===== config.mk =====
export PLATFORM = sky130hd
export DESIGN_NAME = sysbus_arbiter
export DESIGN_NICKNAME = d
export VERILOG_FILES = /design/src/rtl/sysbus_pkg.sv /design/src/rtl/rr_arbiter2.sv /design/src/rtl/sysbus_arbiter.sv
export SDC_FILE = /design/constraint.sdc
export NUM_CORES = 1
export LEC_CHECK = 0
export CELL_PAD_IN_SITES_DETAIL_PLACEMENT = 2
export CELL_PAD_IN_SITES_GLOBAL_PLACEMENT = 2
export CORE_AREA = 5 5 180 182
export DETAILED_ROUTE_END_ITERATION = 8
export DIE_AREA = 0 0 185 187
export GPL_ROUTABILITY_DRIVEN = 0
export PLACE_DENSITY_LB_ADDON = 0.1
export SETUP_SLACK_MARGIN = 0.05
export SKIP_CTS_REPAIR_TIMING = 1
export SLEW_MARGIN = 25
export SYNTH_ARGS = -nofsm -noshare
export SYNTH_HDL_FRONTEND = slang
export SYNTH_SLANG_ARGS = --single-unit

===== constraint.sdc =====
create_clock -name clk -period 3.39 [get_ports clk]
set_input_delay 0.5085 -clock clk [delete_from_list [all_inputs] [get_ports clk]]
set_output_delay 0.5085 -clock clk [all_outputs]
set_load 0.01 [all_outputs]

===== src/rtl/sysbus_pkg.sv =====
// Shared types and tag-field constants for the Sysbus master-port arbiter.
package sysbus_pkg;

    typedef enum logic [1:0] {
        IDLE,
        ADDR,
        RDATA,
        WDATA
    } arb_state_t;

    // Read/write flag position in the default 13-bit Sysbus tag.
    localparam int SYSBUS_RW_BIT = 12;

endpackage


===== src/rtl/rr_arbiter2.sv =====
// Two-way round-robin pick: on a tie the master that did not win last time gets it.
module rr_arbiter2 (
    input  logic [1:0] req,
    input  logic       last_grant,
    output logic       valid,
    output logic       grant
);

    always_comb begin
        valid = |req;
        grant = (req == 2'b11) ? ~last_grant : req[1];
    end

endmodule


===== src/rtl/sysbus_arbiter.sv =====
// Shares the Sysbus master port between the I-cache (m0) and D-cache (m1);
// the grant is held for the address phase plus BEATS data beats.
module sysbus_arbiter
    import sysbus_pkg::*;
#(
    parameter int BUS_DATA_WIDTH = 64,
    parameter int BUS_TAG_WIDTH  = 13,
    parameter int BEATS          = 8
) (
    input  logic                      clk,
    input  logic                      reset,
    input  logic                      m0_bus_reqcyc,
    input  logic                      m1_bus_reqcyc,
    input  logic [BUS_DATA_WIDTH-1:0] m0_bus_req,
    input  logic [BUS_DATA_WIDTH-1:0] m1_bus_req,
    input  logic [BUS_TAG_WIDTH-1:0]  m0_bus_reqtag,
    input  logic [BUS_TAG_WIDTH-1:0]  m1_bus_reqtag,
    input  logic                      m0_bus_respack,
    input  logic                      m1_bus_respack,
    output logic                      m0_bus_reqack,
    output logic                      m1_bus_reqack,
    output logic                      m0_bus_respcyc,
    output logic                      m1_bus_respcyc,
    output logic [BUS_DATA_WIDTH-1:0] m0_bus_resp,
    output logic [BUS_DATA_WIDTH-1:0] m1_bus_resp,
    output logic [BUS_TAG_WIDTH-1:0]  m0_bus_resptag,
    output logic [BUS_TAG_WIDTH-1:0]  m1_bus_resptag,
    output logic                      bus_reqcyc,
    output logic [BUS_DATA_WIDTH-1:0] bus_req,
    output logic [BUS_TAG_WIDTH-1:0]  bus_reqtag,
    output logic                      bus_respack,
    input  logic                      bus_reqack,
    input  logic                      bus_respcyc,
    input  logic [BUS_DATA_WIDTH-1:0] bus_resp,
    input  logic [BUS_TAG_WIDTH-1:0]  bus_resptag,
    output logic                      busy,
    output logic                      grant
);

    localparam int RW_BIT = BUS_TAG_WIDTH - 1;
    localparam int CNT_W  = $clog2(BEATS) + 1;
    localparam logic [CNT_W-1:0] LAST_BEAT = CNT_W'(BEATS - 1);

    arb_state_t          state, next_state;
    logic                grant_q, last_grant_q;
    logic [CNT_W-1:0]    beat_cnt, beat_cnt_d;
    logic                arb_valid, arb_grant;

    logic                      sel_reqcyc, sel_respack;
    logic [BUS_DATA_WIDTH-1:0] sel_req;
    logic [BUS_TAG_WIDTH-1:0]  sel_reqtag;

    rr_arbiter2 u_rr (
        .req        ({m1_bus_reqcyc, m0_bus_reqcyc}),
        .last_grant (last_grant_q),
        .valid      (arb_valid),
        .grant      (arb_grant)
    );

    always_comb begin
        sel_reqcyc  = grant_q ? m1_bus_reqcyc  : m0_bus_reqcyc;
        sel_req     = grant_q ? m1_bus_req     : m0_bus_req;
        sel_reqtag  = grant_q ? m1_bus_reqtag  : m0_bus_reqtag;
        sel_respack = grant_q ? m1_bus_respack : m0_bus_respack;
    end

    always_ff @(posedge clk) begin
        if (reset) begin
            state        <= IDLE;
            grant_q      <= 1'b0;
            last_grant_q <= 1'b1;
            beat_cnt     <= '0;
        end else begin
            state    <= next_state;
            beat_cnt <= beat_cnt_d;
            if (state == IDLE && arb_valid) begin
                grant_q      <= arb_grant;
                last_grant_q <= arb_grant;
            end
        end
    end

    // Outputs are forced low while reset is high so a mid-transaction reset
    // silences the port in the same cycle rather than one edge later.
    always_comb begin
        next_state     = state;
        beat_cnt_d     = beat_cnt;
        bus_reqcyc     = 1'b0;
        bus_req        = '0;
        bus_reqtag     = '0;
        bus_respack    = 1'b0;
        m0_bus_reqack  = 1'b0;
        m1_bus_reqack  = 1'b0;
        m0_bus_respcyc = 1'b0;
        m1_bus_respcyc = 1'b0;
        m0_bus_resp    = '0;
        m1_bus_resp    = '0;
        m0_bus_resptag = '0;
        m1_bus_resptag = '0;
        busy           = 1'b0;
        grant          = 1'b0;
        if (!reset) begin
            busy  = (state != IDLE);
            grant = grant_q;
            case (state)
                IDLE: begin
                    if (arb_valid)
                        next_state = ADDR;
                end
                ADDR: begin
                    bus_reqcyc    = sel_reqcyc;
                    bus_req       = sel_req;
                    bus_reqtag    = sel_reqtag;
                    m0_bus_reqack = ~grant_q & bus_reqack;
                    m1_bus_reqack = grant_q & bus_reqack;
                    if (!sel_reqcyc) begin
                        next_state = IDLE;
                    end else if (bus_reqack) begin
                        next_state = sel_reqtag[RW_BIT] ? RDATA : WDATA;
                        beat_cnt_d = '0;
                    end
                end
                RDATA: begin
                    m0_bus_respcyc = ~grant_q & bus_respcyc;
                    m1_bus_respcyc = grant_q & bus_respcyc;
                    m0_bus_resp    = bus_resp;
                    m1_bus_resp    = bus_resp;
                    m0_bus_resptag = bus_resptag;
                    m1_bus_resptag = bus_resptag;
                    bus_respack    = sel_respack;
                    if (bus_respcyc && sel_respack) begin
                        beat_cnt_d = beat_cnt + CNT_W'(1);
                        if (beat_cnt == LAST_BEAT)
                            next_state = IDLE;
                    end
                end
                WDATA: begin
                    bus_reqcyc    = sel_reqcyc;
                    bus_req       = sel_req;
                    bus_reqtag    = sel_reqtag;
                    m0_bus_reqack = ~grant_q & bus_reqack;
                    m1_bus_reqack = grant_q & bus_reqack;
                    if (sel_reqcyc && bus_reqack) begin
                        beat_cnt_d = beat_cnt + CNT_W'(1);
                        if (beat_cnt == LAST_BEAT)
                            next_state = IDLE;
                    end
                end
                default: next_state = IDLE;
            endcase
        end
    end

endmodule


==> impl_metrics.toml, run 1 <==
[global_route]
met2_usage_pct = 26.58
met3_usage_pct = 3.734
grt_pass1_vias = 4856
top_usage_layer = "met2"
grt_max_degree = 79
grt_pass1_wl_mm = 32.81
antenna_found_initial = 3
grt_util_met1_pct = 11.05
track_usage_pct = 12.32
gr-total-overflow = 0

[timing]
final-setup-viol-count = 0
hold_violations = 0
period_minus_slack_ns = 2.951
rsz0062_at_grt = "no"
max-slew-margin-rel_pct = 64.98
layout_setup_ws_ns = 0.4390
skew_ns = 0.004088
tns_ns = 0
finalMaxSlewViolations = 0
fmax_mhz = 338.9
timing.hold.ws_ns = 0.4981
tightest_slew_ns = 0.5209
period_share_pct = 87.05

[routing]
avgRoutedWirePerCell_um = 19.54
ant_nets = 0
drt_iter0_markers = 45
vias_per_cell = 3.533
dr.pass1.iters = 3
wirelength_mm = 23.08
num_vias = 4172
drc = 0

[power]
power.leakage_nw = 2.634
ir_drop_v = 0.0001142
p_per_area_nw_per_um2 = 140.0

[yosys]
synth_edf_count = 0
synth_cell_types = 32
seq_area_frac_synth_pct = 5.631
ys.flop_type = "dfxtp_1"
synthSimpleGateAreaFrac_pct = 34.32
synth_area_um2 = 2844
synth_xor_area_share_pct = 0
synth_top_family_by_area = "simple AND/OR/NAND/NOR gates"
syn_inst = 401
synth.avg_cell_area_um2 = 7.092
synth_compound_area_share_pct = 3.608
yosys_warnings = 0
synthAdderAreaFrac_pct = 0.4399
synthArstFlopShare_pct = 0
syn_nets = 641
ys_ff_latch = 8
synthMuxAreaShare_pct = 29.04

[setup_path]
cp.required_ns = 2.88
worst-path-max-fanout = 64
crit_path_start = "reset"
start_kind = "input pin"
path_class = "in -> out"
crit_chain = "clkdlybuf4s50_1 > inv_1 > nand2_2 > buf_12 > nor2_1 > clkdlybuf4s50_1"
slowest_delay_ns = 0.62
cp-end-kind = "primary output"
cp_num_buf_inv = 4
crit_path_top_delay_cell = "clkdlybuf4s50_1"
crit_path_frequent_cell = "clkdlybuf4s50_1"
path_delay_family = "buffers and inverters"
cp.arrival_ns = 2.44
r2r-start = "grant_q"

[clocking]
cts.sinks = 8
cts-htree-levels = 1
cts_root_buffer = "clkbuf_16"
cts.clk_slew.worst_paths_ns = 0.04
cts_buffer_depth = 2
tritoncts = "done"
clk_latency_ns = 0.23
numCtsBuffers = 3

[hold_path]
hold_start = "beat_cnt[1]"
hold_path_class = "reg -> reg"

[layout]
layout_common_cells = "clkdlybuf4s50_1 (477), nor2_1 (87), mux2i_1 (78), and2_1 (77), nand2_1 (11)"
syn2layout_area_growth_pct = 165.2
final_common_cell = "clkdlybuf4s50_1"
nNetsFinal = 1023
drive_gt1_share_pct = 2.430
finish.utilization_pct = 24.79

[status]
status = "completed"

[place]
dpl.hpwl_mm = 20.43
pre_cts_slack_ns = 0.3938
numPortBuffers = 477

[die]
die-area_um2 = 34600
num_rows = 64
pin_count = 478
core_um2 = 30430
start_util_pct = 9.346
die_y_um = 187
die_x_um = 185

[job]
cap_violations = 0
## synthesized netlist by cell type (3+ instances only)
| cell type | count | area share, % |
|---|---|---|
| nor2_1 | 87 | 11 |
| nor3_1 | 3 | 0.53 |
| and2_1 | 77 | 17 |
| mux2i_1 | 78 | 27 |
| dfxtp_1 | 8 | 5.6 |
| a21oi_1 | 3 | 0.53 |
| nand2_1 | 11 | 1.5 |
| buf_4 | 87 | 23 |
| buf_2 | 7 | 1.2 |
| and3_1 | 3 | 0.66 |
| clkbuf_1 | 9 | 1.2 |
| buf_6 | 3 | 1.2 |
## cell type report
cell class | count | area, µm²
antenna | 3 | 7.507
clock buffer | 4 | 78.83
fill | 3521 | 22890
inverter | 3 | 11.26
multi-input combinational | 284 | 1917
sequential | 8 | 163.9
tap | 396 | 495.5
timing repair buffer | 483 | 4870
## flip-flops by register name, indices dropped and copies added (netlist names)
register	flops
beat_cnt	4
grant_q	1
last_grant_q	1
state	2
## worst paths after layout
| kind | depth (start not counted) | to | slack (ns) |
|---|---|---|---|
| worst min register to register | 2 | beat_cnt[1] | 0.50 |
| worst max register to register | 4 | beat_cnt[3] | 1.78 |
| worst min-delay path | 2 | beat_cnt[1] | 0.50 |
| worst max-delay path | 6 | bus_req[32] | 0.44 |
## power breakdown
part | switching, W | internal, W | leakage (nW)
sequential | 0.0000191 | 0.0000994 | 0.0660
combinational | 0.000263 | 0.000472 | 2.53
clock | 0.0000460 | 0.000157 | 0.0382
total | 0.000328 | 0.000728 | 2.63
## worst min-delay path, cell delays in order (launching register included)
cell and delay [ns]:
dfxtp_1 0.32, o221ai_1 0.07, a21oi_1 0.06
## metal layers
layer  up-vias  wire [µm]  share of wire (%)
li1       1988          -                  -
met1      1934       7170                 31
met2       242      13630                 59
met3         8       2132                9.2
met4         0        148               0.64
met5         -          0                  0
## per-stage QoR
step	std cells	total power [W]	area [µm²]
after floorplan	401	0.0003860	2844
after global placement	1174	0.0008601	7457
after detailed placement	1174	0.0008705	7457
after CTS	1178	0.001081	7536
after global routing	1181	0.001121	7543
final	1181	0.001056	7543
## cell families after synthesis
group | Yosys count
fa+ha+maj | 1
buf+inv | 109
simple gates | 191
mux | 80
compound gates | 12
flops | 8
Note: power is estimated with default switching activity, not from simulation.
==> inputs of run 2 (changes only) <==
--- a/config.mk
+++ b/config.mk
@@ -8,12 +8,14 @@
 export CELL_PAD_IN_SITES_DETAIL_PLACEMENT = 2
 export CELL_PAD_IN_SITES_GLOBAL_PLACEMENT = 2
 export CORE_AREA = 5 5 180 182
+export CTS_CLUSTER_SIZE = 10
 export DETAILED_ROUTE_END_ITERATION = 8
 export DIE_AREA = 0 0 185 187
 export GPL_ROUTABILITY_DRIVEN = 0
 export PLACE_DENSITY_LB_ADDON = 0.1
 export SETUP_SLACK_MARGIN = 0.05
 export SKIP_CTS_REPAIR_TIMING = 1
+export SKIP_LAST_GASP = 1
 export SLEW_MARGIN = 25
 export SYNTH_ARGS = -nofsm -noshare
 export SYNTH_HDL_FRONTEND = slang
==> results of run 2 <==
The final DEF is identical to that of run 1; final timing and power are the same.
==> inputs of run 3 (changes only) <==
--- a/config.mk
+++ b/config.mk
@@ -7,12 +7,14 @@
 export LEC_CHECK = 0
 export CELL_PAD_IN_SITES_DETAIL_PLACEMENT = 2
 export CELL_PAD_IN_SITES_GLOBAL_PLACEMENT = 2
-export CORE_AREA = 5 5 180 182
+export CORE_AREA = 2 2 188 190
+export CTS_BUF_LIST = sky130_fd_sc_hd__clkbuf_8
 export CTS_CLUSTER_SIZE = 10
 export DETAILED_ROUTE_END_ITERATION = 8
-export DIE_AREA = 0 0 185 187
+export DIE_AREA = 0 0 190 192
 export GPL_ROUTABILITY_DRIVEN = 0
 export PLACE_DENSITY_LB_ADDON = 0.1
+export RECOVER_POWER = 50
 export SETUP_SLACK_MARGIN = 0.05
 export SKIP_CTS_REPAIR_TIMING = 1
 export SKIP_LAST_GASP = 1
==> impl_metrics.toml, run 3 (synthesis gave the netlist of run 1 again) <==
[status]
status = "completed"

[hold_path]
hold_path_class = "reg -> reg"

[global_route]
grt_pass1_wl_mm = 33.84
grt_pass1_vias = 4846
gr-total-overflow = 0
track_usage_pct = 12.68
antenna_found_initial = 4
grt_max_degree = 52

[setup_path]
start_kind = "input pin"
cp-end-kind = "primary output"
cp.required_ns = 2.88
path_class = "in -> out"
cp.arrival_ns = 2.65
worst-path-max-fanout = 51

[routing]
dr.pass1.iters = 3
drt_iter0_markers = 43
num_vias = 4273
wirelength_mm = 25.14
avgRoutedWirePerCell_um = 20.29
drc = 0
vias_per_cell = 3.449
ant_nets = 0

[place]
dp.cells = 1234
dpl.hpwl_mm = 22.23
placed_area_um2 = 7564
numPortBuffers = 477

[clocking]
cts-htree-levels = 1
cts.clk_slew.worst_paths_ns = 0.05
tritoncts = "done"
clk_latency_ns = 0.23
cts_buffer_depth = 2
cts_root_buffer = "clkbuf_8"
cts.sinks = 8
numCtsBuffers = 3

[layout]
largest-register = "beat_cnt"
instances_no_fill = 1239
largest_reg_flops = 4
reg_top3 = "beat_cnt x4, state x2"
syn2layout_area_growth_pct = 166.4
layout_common_cells = "clkdlybuf4s50_1 (365), dlygate4sd3_1 (112), nor2_1 (87), mux2i_1 (79), and2_1 (77)"
final_area_um2 = 7577
final_common_cell = "clkdlybuf4s50_1"
nNetsFinal = 1024
drive_gt1_share_pct = 2.043

[power]
ir_drop_v = 0.00008512
p_per_area_nw_per_um2 = 126.4
power.leakage_nw = 2.982

[timing]
skew_ns = 0.002436
hold_violations = 0
timing.hold.ws_ns = 0.5263
period_share_pct = 93.13
period_minus_slack_ns = 3.157
max-slew-margin-rel_pct = 61.61
final-setup-viol-count = 0
finalMaxSlewViolations = 0
tns_ns = 0
fmax_mhz = 316.7
rsz0062_at_grt = "no"
tightest_slew_ns = 0.5598

[die]
pin_count = 478
core_um2 = 34290
start_util_pct = 8.294
die_x_um = 190
num_rows = 68
die-area_um2 = 36480
die_y_um = 192

[job]
cap_violations = 0
==> run 3: cell count changes in the layout (fill, tap and decap cells not counted), sizes merged <==
cell           before  now
clkbuf              4    3
buf                 6    7
clkdlybuf4s50     477  365
dlygate4sd3         0  112
inv                 3    4
diode               3    1
==> run 3: worst paths after layout <==
check	startpoint	end	slack, ns	depth (start not counted)
worst max-delay path	reset	m0_bus_resp[4]	0.23	5
worst min-delay path	last_grant_q	last_grant_q	0.53	1
worst max register to register	grant_q	beat_cnt[3]	1.41	4
worst min register to register	last_grant_q	last_grant_q	0.53	1
==> run 3: final cells by class <==
| class | instances | area (µm²) |
|---|---|---|
| fillers | 3957 | 26710 |
| repair buffers | 484 | 4902 |
| multi-input cells | 284 | 1883 |
| well taps | 455 | 569.3 |
| flip-flops and latches | 8 | 163.9 |
| clock buffers | 3 | 41.29 |
| inverters | 3 | 11.26 |
| clock inverters | 1 | 3.754 |
| diodes | 1 | 2.502 |
==> run 3: layer usage <==
metal  GRT usage [%]  part of all wire (%)  vias up
li1                -                     -     1992
met1           10.53                    29     1974
met4           1.670                   1.1        6
met3           6.103                    13       14
met5               0                  0.16        -
met2           26.98                    56      287
==> run 3: stage by stage <==
stage / setup slack, ns / utilization (%) / total power (W)
2_1_floorplan: 1.443 / - / 0.0003860
6_report: 0.2329 / 22.10 / 0.0009580
3_3_place_gp: 0.2516 / 22.06 / 0.0008708
4_1_cts: 0.2189 / 22.19 / 0.001013
3_5_place_dp: 0.2373 / 22.06 / 0.0008832
5_1_grt: 0.1206 / 22.09 / 0.001025
==> run 3: power breakdown <==
group / switching, W / total (W) / internal [W]
clock: 0.0000429 / 0.000122 / 0.0000789
combinational: 0.000266 / 0.000719 / 0.000452
sequential: 0.0000184 / 0.000118 / 0.0000992
==> run 3: worst max-delay path, cell delays in order <==
cell and delay [ns]:
dlygate4sd3_1 0.69, nor3_4 0.33, buf_12 0.25, and2_1 0.18, clkdlybuf4s50_1 0.66
